===== config.mk =====
export PLATFORM = sky130hd
export DESIGN_NAME = uart_apb_master
export DESIGN_NICKNAME = d
export VERILOG_FILES = /design/src/rtl/uart_apb_master.sv
export SDC_FILE = /design/constraint.sdc
export NUM_CORES = 1
export LEC_CHECK = 0
export BUFFER_PORTS_ARGS = -buffer_cell sky130_fd_sc_hd__buf_4
export CORE_AREA = 2 2 82 84
export CTS_CLUSTER_SIZE = 16
export DETAILED_ROUTE_END_ITERATION = 12
export DIE_AREA = 0 0 84 86
export GPL_TIMING_DRIVEN = 0
export PLACE_DENSITY = 0.91
export SETUP_SLACK_MARGIN = 0.3
export SLEW_MARGIN = 20
export SYNTH_ARGS = -nofsm -noshare
export SYNTH_HDL_FRONTEND = slang
export SYNTH_SLANG_ARGS = --single-unit

===== constraint.sdc =====
create_clock -name PCLK -period 2.7 [get_ports PCLK]
set_input_delay 0.135 -clock PCLK [delete_from_list [all_inputs] [get_ports PCLK]]
set_output_delay 0.135 -clock PCLK [all_outputs]
set_load 0.01 [all_outputs]

===== src/rtl/uart_apb_master.sv =====
// uart_apb_master: APB3 requester turning a valid/ready command stream into
// single APB transfers and returning each result on a valid/ready response
// stream. One transfer is in flight at a time and every APB output is a flop.
//
// Optional build macro: UART_APB_TIMEOUT_EN
//   When defined, an ACCESS phase that sees PREADY low for TIMEOUT_CYCLES
//   consecutive cycles is terminated with rsp_err=1 and rsp_timeout=1.
//   When undefined, ACCESS waits for PREADY indefinitely and rsp_timeout=0.
module uart_apb_master #(
    parameter int ADDR_W         = 5,
    parameter int DATA_W         = 32,
    parameter int TIMEOUT_CYCLES = 16
) (
    input  logic              PCLK,
    input  logic              PRESET,
    // host command stream
    input  logic              cmd_valid,
    output logic              cmd_ready,
    input  logic              cmd_write,
    input  logic [ADDR_W-1:0] cmd_addr,
    input  logic [DATA_W-1:0] cmd_wdata,
    // host response stream
    output logic              rsp_valid,
    input  logic              rsp_ready,
    output logic [DATA_W-1:0] rsp_rdata,
    output logic              rsp_err,
    output logic              rsp_timeout,
    // APB requester side
    output logic              PSEL,
    output logic              PENABLE,
    output logic              PWRITE,
    output logic [ADDR_W-1:0] PADDR,
    output logic [DATA_W-1:0] PWDATA,
    input  logic [DATA_W-1:0] PRDATA,
    input  logic              PREADY,
    input  logic              PSLVERR
);

    typedef enum logic [1:0] {
        S_IDLE   = 2'd0,
        S_SETUP  = 2'd1,
        S_ACCESS = 2'd2,
        S_RESP   = 2'd3
    } state_t;

    state_t              state_q, state_d;
    logic                psel_q, psel_d;
    logic                penable_q, penable_d;
    logic                pwrite_q, pwrite_d;
    logic [ADDR_W-1:0]   paddr_q, paddr_d;
    logic [DATA_W-1:0]   pwdata_q, pwdata_d;
    logic                rsp_valid_q, rsp_valid_d;
    logic [DATA_W-1:0]   rsp_rdata_q, rsp_rdata_d;
    logic                rsp_err_q, rsp_err_d;

`ifdef UART_APB_TIMEOUT_EN
    // Counter only needs to hold 0 .. TIMEOUT_CYCLES-1; the terminal value
    // is detected before it would be stored.
    localparam int CNT_W = (TIMEOUT_CYCLES > 1) ? $clog2(TIMEOUT_CYCLES) : 1;
    localparam logic [CNT_W-1:0] CNT_LAST = CNT_W'(TIMEOUT_CYCLES - 1);

    logic [CNT_W-1:0]    tmo_cnt_q, tmo_cnt_d;
    logic                rsp_timeout_q, rsp_timeout_d;
`else
    // Parameter kept for interface compatibility with the timeout build.
    logic                unused_timeout_cfg;
    assign unused_timeout_cfg = (TIMEOUT_CYCLES != 0);
`endif

    // Command acceptance depends on state only, never on cmd_valid.
    assign cmd_ready = (state_q == S_IDLE) && !PRESET;

    assign PSEL      = psel_q;
    assign PENABLE   = penable_q;
    assign PWRITE    = pwrite_q;
    assign PADDR     = paddr_q;
    assign PWDATA    = pwdata_q;
    assign rsp_valid = rsp_valid_q;
    assign rsp_rdata = rsp_rdata_q;
    assign rsp_err   = rsp_err_q;
`ifdef UART_APB_TIMEOUT_EN
    assign rsp_timeout = rsp_timeout_q;
`else
    assign rsp_timeout = 1'b0;
`endif

    // Next-state and registered-output logic for the transfer sequencer.
    always_comb begin
        state_d     = state_q;
        psel_d      = psel_q;
        penable_d   = penable_q;
        pwrite_d    = pwrite_q;
        paddr_d     = paddr_q;
        pwdata_d    = pwdata_q;
        rsp_valid_d = rsp_valid_q;
        rsp_rdata_d = rsp_rdata_q;
        rsp_err_d   = rsp_err_q;
`ifdef UART_APB_TIMEOUT_EN
        tmo_cnt_d     = tmo_cnt_q;
        rsp_timeout_d = rsp_timeout_q;
`endif

        case (state_q)
            S_IDLE: begin
                if (cmd_valid && cmd_ready) begin
                    pwrite_d  = cmd_write;
                    paddr_d   = cmd_addr;
                    pwdata_d  = cmd_wdata;
                    psel_d    = 1'b1;
                    penable_d = 1'b0;
                    state_d   = S_SETUP;
                end
            end

            S_SETUP: begin
                penable_d = 1'b1;
                state_d   = S_ACCESS;
`ifdef UART_APB_TIMEOUT_EN
                tmo_cnt_d = '0;
`endif
            end

            S_ACCESS: begin
                if (PREADY) begin
                    // Completion beats a timeout reached in the same cycle.
                    rsp_rdata_d = pwrite_q ? '0 : PRDATA;
                    rsp_err_d   = PSLVERR;
                    psel_d      = 1'b0;
                    penable_d   = 1'b0;
                    rsp_valid_d = 1'b1;
                    state_d     = S_RESP;
`ifdef UART_APB_TIMEOUT_EN
                    rsp_timeout_d = 1'b0;
                end else if (tmo_cnt_q == CNT_LAST) begin
                    rsp_rdata_d   = '0;
                    rsp_err_d     = 1'b1;
                    rsp_timeout_d = 1'b1;
                    psel_d        = 1'b0;
                    penable_d     = 1'b0;
                    rsp_valid_d   = 1'b1;
                    state_d       = S_RESP;
                end else begin
                    tmo_cnt_d = tmo_cnt_q + CNT_W'(1);
`endif
                end
            end

            S_RESP: begin
                if (rsp_ready) begin
                    rsp_valid_d = 1'b0;
                    state_d     = S_IDLE;
                end
            end

            default: begin
                state_d = S_IDLE;
            end
        endcase
    end

    // State and output registers; reset aborts any transfer in progress.
    always_ff @(posedge PCLK) begin
        if (PRESET) begin
            state_q     <= S_IDLE;
            psel_q      <= 1'b0;
            penable_q   <= 1'b0;
            pwrite_q    <= 1'b0;
            paddr_q     <= '0;
            pwdata_q    <= '0;
            rsp_valid_q <= 1'b0;
            rsp_rdata_q <= '0;
            rsp_err_q   <= 1'b0;
`ifdef UART_APB_TIMEOUT_EN
            tmo_cnt_q     <= '0;
            rsp_timeout_q <= 1'b0;
`endif
        end else begin
            state_q     <= state_d;
            psel_q      <= psel_d;
            penable_q   <= penable_d;
            pwrite_q    <= pwrite_d;
            paddr_q     <= paddr_d;
            pwdata_q    <= pwdata_d;
            rsp_valid_q <= rsp_valid_d;
            rsp_rdata_q <= rsp_rdata_d;
            rsp_err_q   <= rsp_err_d;
`ifdef UART_APB_TIMEOUT_EN
            tmo_cnt_q     <= tmo_cnt_d;
            rsp_timeout_q <= rsp_timeout_d;
`endif
        end
    end

endmodule


==> run metrics, run 1 <==
Reg-to-Reg End PWDATA[24]$_SDFFE_PP0P_; sequential share of the synthesized area 0.5186; CP delay by family, top buffers and inverters; drt first pass iters 4; final hold vios 0; drt drc 0; PwrDens 748.1 nW/um^2; Yosys reg bits 76; number of global-route vias before repair 3248; Setup Skew between 0.009 and 0.01 ns; Syn Area/Cell roughly 8.4 um^2; Post-Synthesis Cells about 350; routed wire length per instance 14.73 um; Sum Neg Setup Slack 0 ns; Max Slew Vio Count 0; Worst EP arrival ~1.9 ns; CTS Buf Count 9; status completed; min-delay src cmd_wdata[28]; share of cells above drive strength 1 0.3364; clock net sink count 76; fin worst setup slack 0.9699 ns; post-DP HPWL between 6 and 7 mm; final period utilization 0.6408; sequential cell area around 1500 um^2; CTS max path bufs 2; CTS tree built; Cell Rows 29; VDD IR max just under 0.6 mV; Worst EP required roughly 2.9 ns; pin count of the biggest net entering global routing 13; Post-Place Worst Slack 0.9770 ns; top cells by area, synth dfxtp_1 52%, nand2_1 15%, nand3b_1 8.2%; clk slew on worst S/H paths 0.08 ns; Antenna diodes 0; WHS Endpoint PWDATA[28]$_SDFFE_PP0P_; Detailed Route Iter0 Violations around 130; RSZ-0062 raised after global routing false; Startpoint Class flop; final setup fails 0; post-synth top area cell dfxtp_1; Starting Density 0.4674; maximum fanout along the worst path 10; Synth Warn # 0; Post-Syn Nets 430; multi-input logic area about 1200 um^2; Period minus WS final approximately 1.7 ns; die span in y around 86 um; DR vias/cell just over 5; grt total ovfl 0; Worst path max stage delay 0.35 ns; core box area around 6300 um^2; Slowest-stage cell, CP dfxtp_1; R2R depth 5; Leak 2.026 nW; global-route wire length before repair between 10 and 15 mm; DRT antenna net count 0; initial antenna violation count 0; post-CTS setup buffers 0; post-synth cell types 25; critical path type reg -> reg; Setup crit start state_q[0]$_SDFFE_PP0P_; R2R Setup Slk 0.97 ns; Die W about 84 um; final WL ~9 mm; Fill cells about 450; share of the synthesized area in the top cell type 0.5186; critical path cell sequence inv_1, ha_1, and3b_1, clkbuf_1, o21ai_0; nature of the critical path endpoint flop; Global Route Usage Sum 0.2548; worst skew pair latency approximately 0.33 ns; port bufs 150; Mapped Area slightly below 3000 um^2; CTS root buf clkbuf_8; nets@finish around 620; total of max-cap violations 0; num ports 152; die area just over 7000 um^2; via count ~3200; r2r startpoint state_q[0]$_SDFFE_PP0P_; Hold WC Path Type in -> reg; H-tree levels 3; Worst Path Buf+Inv 2; Area Growth Syn to Fin 57.95%; Final GP Congestion ~0.86; Hold Path Depth 3; highest clock rate about 580 MHz
==> cell usage after synthesis <==
library cell	instances
o21ai_1	2
o311ai_1	1
inv_1	3
nor2b_1	4
nand2_1	116
mux2i_1	1
buf_2	6
o211a_1	1
o41ai_1	1
buf_6	8
o211ai_1	1
nand3b_1	32
or3_1	1
buf_4	2
and2_1	1
nor3_2	1
and3b_1	1
dfxtp_1	76
ha_1	5
conb_1	1
clkbuf_1	11
o21bai_1	1
o21ai_0	37
inv_2	1
a21oi_1	35
==> registers in the layout, summed over array words and instances, names as in the netlist <==
| signal | flops |
|---|---|
| rsp_err | 1 |
| rsp_rdata | 32 |
| PWDATA | 32 |
| PADDR | 5 |
| PENABLE | 1 |
| PSEL | 1 |
| PWRITE | 1 |
| rsp_valid | 1 |
| state_q | 2 |
==> worst min-delay path, stage by stage <==
cell,delay (ns)
buf_4,0.07
nand2_1,0.04
o21ai_0,0.06
==> per-stage QoR <==
stage | utilization | power (mW) | area [um^2] | std cells | hold slack (ns)
after global routing | 0.7383 | 3.653 | 4634 | 618 | 0.009555
after CTS | 0.7383 | 3.463 | 4634 | 618 | 0.00002878
after floorplan | - | 1.989 | 2934 | 349 | 0.2436
final | 0.7383 | 3.467 | 4634 | 618 | 0.01294
after global placement | 0.6621 | 2.453 | 4156 | 576 | 0.3275
after detailed placement | 0.6621 | 2.498 | 4156 | 576 | 0.3347
==> power breakdown <==
part           internal, mW  switching, mW  total, mW
Combinational         0.547          0.536       1.08
Sequential             1.31          0.126       1.44
Clock                 0.546          0.400      0.946
Total                  2.40           1.06       3.47
==> cell usage in the layout, fill, tap and decap left out, drive strengths merged, types with 2 or more instances in the layout <==
master         n
nand3b        32
buf          166
dlygate4sd3   26
nand2        116
o21ai         39
clkbuf        23
dfxtp         76
inv            4
bufinv         2
a21oi         35
nor2b          4
ha             5
==> cell families (layout without fill, tap and decap cells) <==
group / count (synthesis) / after routing / synth area share
AOI/OAI and AO/OA: 79 / 79 / 0.1407
DFF: 76 / 76 / 0.5186
muxes: 1 / 1 / 0.003412
adders and majority gates: 5 / 5 / 0.02132
and+or+nand+nor: 156 / 156 / 0.2495
buffers and inverters: 31 / 223 / 0.06524
other: 1 / 1 / 0.001278
==> worst max-delay path by stage <==
stage / end / slack [ns] / depth (start not counted)
CTS: PADDR[2]$_SDFFE_PP0P_ / 0.98 / 5
finish: PWDATA[24]$_SDFFE_PP0P_ / 0.97 / 5
global placement: PWRITE$_SDFFE_PP0P_ / 1.09 / 5
floorplan: PWDATA[17]$_SDFFE_PP0P_ / 1.32 / 7
detailed placement: PADDR[2]$_SDFFE_PP0P_ / 0.98 / 5
global route: PWDATA[24]$_SDFFE_PP0P_ / 0.83 / 5
==> timing repair <==
item                       in CTS  in global routing
gates resized for setup         0                  0
hold endpoints to repair       26                  0
setup endpoints to repair       0                  0
hold buffers                   26                  0
==> routing by layer <==
metal | global-route usage | up-vias | share of wire
li1 | - | 1524 | -
met1 | 0.2897 | 1448 | 0.41
met2 | 0.4538 | 162 | 0.49
met3 | 0.07315 | 16 | 0.083
met4 | 0.09824 | 0 | 0.016
met5 | 0 | - | 0
==> area by class of cell <==
type                            count  area share
Timing Repair Buffer              176      0.2991
Clock buffer                       12     0.03132
Tap cell                           77     0.02079
Buffer                             27     0.03807
Multi-Input combinational cell    242      0.2635
Inverter                            4    0.003240
Clock inverter                      4     0.01566
Sequential cell                    76      0.3283
Power figures use the tool's default switching activity.
==> run 2, diff against run 1 <==
Settings changed: ABC_AREA from default to 1, CORE_AREA 2 2 82 84 to 2 2 84 86, DIE_AREA 0 0 84 86 to 0 0 86 88, PLACE_DENSITY 0.91 to 0.88.
Clock period 2.7 ns to 1.6 ns, I/O delays scaled along.
==> run 2 against run 1 <==
Net effect:
- synthesized cell count increased by 6.0%
- flip-flop and latch count unchanged
- global-route usage increased by 0.43 points
- combinational power increased to 2.9 times the previous value
- final cell count increased by 11%
- first-iteration DRC count increased by 58%
- cell area increased by 21%
==> run metrics, run 2 <==
Area Growth Syn to Fin 90.11%; die span in y 88 um (+2.3%); DR vias/cell 5.321 (+4.4%); nets@finish 682 (+11%); commonest non-fill, non-tap cells in the layout 162 x buf_4, 77 x nand2_1, 75 x nand3_1, 74 x dfxtp_1, 54 x dlygate4sd3_1; met1 track demand over resource 0.2878 (-0.001943); global-route wire length before repair 15.44 mm (+3.2%); pin count of the biggest net entering global routing 14 (+1); post-synth cell types 20 (-20%); Least-Margin Pin Slew approximately 0.63 ns; via count 3650 (+16%); initial antenna violation count 0 (unchanged); CTS root buf clkbuf_8; Post-Syn Nets 451 (+4.9%); worst hold slack 0.001962 ns (-0.01098 ns); Startpoint Class flop; nature of the critical path endpoint flop; Post-Place Worst Slack 0.04140 ns (-0.9356 ns); Period minus WS final 1.386 ns (-0.3445 ns); drt drc 0 (unchanged); most frequent cell after synthesis nand3_1; most common library cell in the layout ignoring fill and taps buf_4; Setup Skew 0.008993 ns (-0.0009636 ns); Logic pwr share 0.432 (+0.120); Setup crit start state_q[1]$_SDFFE_PP0P_; Post-Synthesis Cells 370 (+6.0%); placed inst area 4170 um^2 (+0.33%); Worst EP required 1.80 ns (-1.08 ns); Detailed Route Iter0 Violations 209 (+58%); final period utilization 0.8660 (+0.2252); post-DP HPWL 6.361 mm (+2.1%); Clk pwr share 0.228 (-0.045); maximum fanout along the worst path 8 (-2); routed wire length per instance 17.80 um (+21%); port bufs 149 (-0.67%); Fill cells 352 (-21%); sw frac 0.3558 (+0.04949); CTS Buf Count 9 (unchanged); Synth Warn # 0 (unchanged); clock net sink count 76 (unchanged); grt total ovfl 0 (unchanged); register share of total power 0.340 (-0.075); top_reg_cell synth dfxtp_1; internal power 4.699 mW (+95%); Hold Path Depth 3 (unchanged); final hold vios 0 (unchanged); synth cell count leaders 107 x nand3_1, 81 x nand2_1, 76 x dfxtp_1, 36 x a21oi_1, 13 x buf_2; Post-synth EDFFs 0 (unchanged); Starting Density 0.4439 (-0.02353); R2R depth 7 (+2); Antenna diodes 0 (unchanged); Synth async-reset ratio 0 (unchanged); Final GP Congestion 0.8318 (-2.8%); PwrDens 1301 nW/um^2 (+74%); Mapped Area 2949 um^2 (+0.51%); min-delay src PRDATA[29]; H-tree levels 3 (unchanged); number of global-route vias before repair 3360 (+3.4%); CTS max path bufs 2 (unchanged); share of cells above drive strength 1 0.4604 (+0.1240); worst skew pair latency 0.35 ns (+0.02 ns); post-synth top area cell dfxtp_1; Hold WC Path Type in -> reg; drt first pass iters 5 (+1); highest clock rate 721.7 MHz (+25%); grt met2 use 0.4595 (+0.005660); VDD IR max 0.8742 mV (+48%); RSZ-0062 raised after global routing true; sequential share of the synthesized area 0.5159 (-0.002640); total of max-cap violations 0 (unchanged); die area 7568 um^2 (+4.8%); gr busiest metal met2; Final Util 0.8439 (+0.1056); Leak 2.533 nW (+25%); DRT antenna net count 0 (unchanged); GR Util met3 0.07729 (+0.004138); Finished Cell Area 5607 um^2 (+21%); core box area 6644 um^2 (+5.8%); share of the synthesized area in the top cell type 0.5159 (-0.002640); Die W 86 um (+2.4%); Sum Neg Setup Slack 0 ns (unchanged); Max Slew Vio Count 0 (unchanged); P_sw 2.595 mW (+140%); critical path type reg -> reg; Yosys reg bits 76 (unchanged); num ports 152 (unchanged); max_slew headroom 0.5816; Syn Area/Cell 7.970 um^2 (-5.2%); r2r startpoint state_q[1]$_SDFFE_PP0P_; final setup fails 0 (unchanged); top cells by area, synth dfxtp_1 52%, nand3_1 18%, nand2_1 10%; fin worst setup slack 0.2144 ns (-0.7555 ns); Cell Rows 30 (+3.4%); Global Route Usage Sum 0.2591 (+0.004337); status completed; clk slew on worst S/H paths 0.09 ns (about the same); CTS tree built; final WL 12.21 mm (+34%); Worst EP arrival 1.59 ns (-0.32 ns)
run 2: changes by cell type in the layout (fill, tap and decap cells not counted), moves of 10 or more:
| cell | previous run | this run |
|---|---|---|
| nand3b_1 | 32 | 0 |
| a21oi_1 | 35 | 16 |
| o21ai_0 | 37 | 4 |
| nand3_4 | 0 | 12 |
| nand3_2 | 0 | 20 |
| a21oi_2 | 0 | 20 |
| nand3_1 | 0 | 75 |
| dlygate4sd3_1 | 26 | 54 |
| buf_4 | 152 | 162 |
| nand2_1 | 116 | 77 |
run 2: logic make-up (layout without fill, tap and decap cells):
group / after synthesis / in the layout / synth area share
AND/OR/NAND/NOR: 201 / 201 / 0.3055
flip-flops: 76 / 76 / 0.5159
buffers and inverters: 45 / 281 / 0.08358
AO/OA/AOI/OAI: 42 / 42 / 0.07255
adder cells (fa/ha/maj): 5 / 5 / 0.02121
other: 1 / 1 / 0.001272
run 2: repair_timing:
action,in CTS,in global routing
setup buffers,5,8
hold buffers,45,9
endpoints found under the hold margin,47,9
cloned,0,4
pin swaps,2,27
gates resized for setup,15,104
setup endpoints to repair,74,67
run 2: layout make-up:
cell class	count	area (um^2)	share of cell area
inverter	15	76.32	0.01361
clock buffer	10	137.6	0.02455
buffer	30	235.2	0.04195
tap	80	100.1	0.01785
multi-input combinational	249	1582	0.2821
timing repair buffer	220	1862	0.3321
sequential	76	1526	0.2723
clock inverter	6	87.58	0.01562
run 2: worst paths after layout:
path | endpoint | slack, ns
hold reg to reg | PADDR[2]$_SDFFE_PP0P_ | 0.47
hold / removal | rsp_rdata[29]$_SDFFE_PP0P_ | 0.002
setup / recovery | rsp_rdata[17]$_SDFFE_PP0P_ | 0.21
setup reg to reg | rsp_rdata[17]$_SDFFE_PP0P_ | 0.21
run 2: worst max-delay path: stages, from the launching register on:
cell      delay, ns
dfxtp_4        0.37
buf_6          0.12
ha_4           0.18
nand2_8        0.13
clkinv_8       0.10
buf_8          0.15
nand3_1        0.09
a21oi_1        0.10
run 2: power by group through the flow:
stage	Combinational [mW]	Sequential, mW	Clock (mW)
after floorplan	1.05	2.59	0
after global placement	2.04	2.46	0
after detailed placement	2.10	2.48	0
after CTS	2.38	2.44	1.67
after global routing	3.35	2.51	1.75
final	3.15	2.48	1.67
run 2: per-stage QoR:
step / power (mW) / cells
2_1_floorplan: 3.649 / 370
3_3_place_gp: 4.494 / 599
3_5_place_dp: 4.580 / 599
4_1_cts: 6.493 / 665
5_1_grt: 7.610 / 686
6_report: 7.294 / 686
run 2: metal layers:
| metal | wire length [um] | part of all wire |
|---|---|---|
| met1 | 4540 | 0.37 |
| met2 | 6240 | 0.51 |
| met4 | 380 | 0.031 |
| met5 | 0 | 0 |
| met3 | 1054 | 0.086 |
==> run 3, diff against run 2 <==
Settings changed: RECOVER_POWER from default to 50.
==> run 3 against run 2 <==
Net effect:
- hold slack got worse by 0.00085 ns
- sequential share of layout area rose by 1.5 points
- utilization fell by 4.4 points
- count of clock-buffer cells in the layout did not move
- largest cell class unchanged
==> run metrics, run 3 (synthesis results as in run 2) <==
status completed; share of cells above drive strength 1 0.3366 (-0.1238); DR vias/cell 5.319 (about the same); Sum Neg Setup Slack 0 ns (unchanged); num ports 152 (unchanged); most common library cell in the layout ignoring fill and taps buf_4; Period minus WS final 1.392 ns (+0.005966 ns); nature of the critical path endpoint flop; sequential cell area 1526 um^2 (unchanged); VDD IR max 0.8449 mV (-3.4%); port bufs 149 (unchanged); clock net sink count 76 (unchanged); Startpoint Class flop; Final Power 7.028 mW (-3.6%); critical path type reg -> reg; multi-input logic area 1570 um^2 (-0.71%); Cell Rows 30 (unchanged); final setup fails 0 (unchanged); commonest non-fill, non-tap cells in the layout 88 x buf_4, 78 x clkbuf_1, 77 x nand2_1, 75 x nand3_1, 74 x dfxtp_1; Finished Cell Area 5318 um^2 (-5.2%); highest clock rate 718.6 MHz (-0.43%); max_slew headroom 0.5787 (-0.002815); maximum fanout along the worst path 8 (unchanged); CTS root buf clkbuf_8; PwrDens 1322 nW/um^2 (+1.6%); nets@finish 682 (unchanged); Setup Skew 0.009192 ns (+0.0001989 ns); die area 7568 um^2 (unchanged); Detailed Route Iter0 Violations 162 (-22%); final period utilization 0.8698 (+0.003729); worst skew pair latency 0.35 ns (about the same); Layout Cells excl Fill 686 (unchanged); pin count of the biggest net entering global routing 14 (unchanged); final hold vios 0 (unchanged); Worst EP arrival 1.59 ns (about the same); placed cells 599 (unchanged); via count 3649 (-0.027%); CTS max path bufs 2 (unchanged); Fill cells 456 (+30%); Max Slew Vio Count 0 (unchanged); Area Growth Syn to Fin 80.31%; post-DP HPWL 6.361 mm (unchanged); Die W 86 um (unchanged); Final GP Congestion 0.8318 (unchanged); min-delay src cmd_addr[4]; H-tree levels 3 (unchanged); r2r startpoint state_q[1]$_SDFFE_PP0P_; global-route wire length before repair 15.44 mm (unchanged); core box area 6644 um^2 (unchanged); RSZ-0062 raised after global routing true; drt drc 0 (unchanged); grt total ovfl 0 (unchanged); Hold WC Path Type in -> reg; die span in y 88 um (unchanged); DRT antenna net count 0 (unchanged); Starting Density 0.4439 (unchanged); drt first pass iters 4 (-1); placed inst area 4170 um^2 (unchanged); Least-Margin Pin Slew 0.6319 ns (+0.004222 ns); routed wire length per instance 17.76 um (-0.24%); number of global-route vias before repair 3360 (unchanged); Final Util 0.8004 (-0.04350); Setup crit start state_q[1]$_SDFFE_PP0P_; Global Route Usage Sum 0.2591 (unchanged); clk slew on worst S/H paths 0.08 ns (about the same); final WL 12.19 mm (-0.24%); CTS tree built; Leak 2.223 nW (-12%); total of max-cap violations 0 (unchanged); initial antenna violation count 0 (unchanged); Antenna diodes 0 (unchanged); Worst EP required 1.80 ns (about the same); CTS Buf Count 9 (unchanged)
run 3: changes by cell type in the layout (fill, tap and decap cells not counted), sizes merged:
| cell | delta |
|---|---|
| buf | -74 |
| clkbuf | +74 |
run 3: metal layers:
metal | GRT usage | part of all wire | up-vias
met1 | 0.2878 | 0.38 | 1710
met5 | 0 | 0 | -
met3 | 0.07729 | 0.076 | 41
met4 | 0.1140 | 0.034 | 0
li1 | - | - | 1693
met2 | 0.4595 | 0.51 | 205
run 3: final cells by class:
| class | instances | area share |
|---|---|---|
| tap | 80 | 0.01882 |
| timing repair buffer | 220 | 0.2979 |
| sequential | 76 | 0.2871 |
| buffer | 30 | 0.04424 |
| multi-input combinational | 249 | 0.2953 |
| clock buffer | 10 | 0.02588 |
| inverter | 15 | 0.01435 |
| clock inverter | 6 | 0.01647 |
run 3: critical path: stages, from the launching register on:
cell and delay [ns]:
dfxtp_4 0.37, buf_6 0.12, ha_4 0.18, nand2_8 0.13, clkinv_8 0.10, buf_8 0.15
nand3_1 0.09, a21oi_1 0.10
run 3: timing repair:
item,CTS,global route
endpoints found under the hold margin,47,9
gates resized for setup,15,104
setup buffers,5,8
cloned,0,4
setup endpoints to repair,74,67
pin swaps,2,27
hold buffers,45,9
run 3: path summary, 6_finish.rpt:
kind / cells past startpoint / end / slack, ns
worst min register to register: 2 / PADDR[2]$_SDFFE_PP0P_ / 0.47
worst max register to register: 7 / rsp_rdata[17]$_SDFFE_PP0P_ / 0.21
worst max-delay path: 7 / rsp_rdata[17]$_SDFFE_PP0P_ / 0.21
worst min-delay path: 3 / PADDR[4]$_SDFFE_PP0P_ / 0.001
run 3: report_power, final:
| group | switching [mW] | internal [mW] | total (mW) |
|---|---|---|---|
| registers | 0.229 | 2.24 | 2.47 |
| clock network | 0.748 | 0.918 | 1.67 |
| logic | 1.60 | 1.29 | 2.89 |
run 3: through the flow:
step	hold WS (ns)	setup WS (ns)
2_1_floorplan	0.2184	0.3003
3_3_place_gp	0.3028	0.1179
3_5_place_dp	0.3069	0.04140
4_1_cts	0.0005633	0.2374
5_1_grt	0.002228	0.1027
6_report	0.001115	0.2084
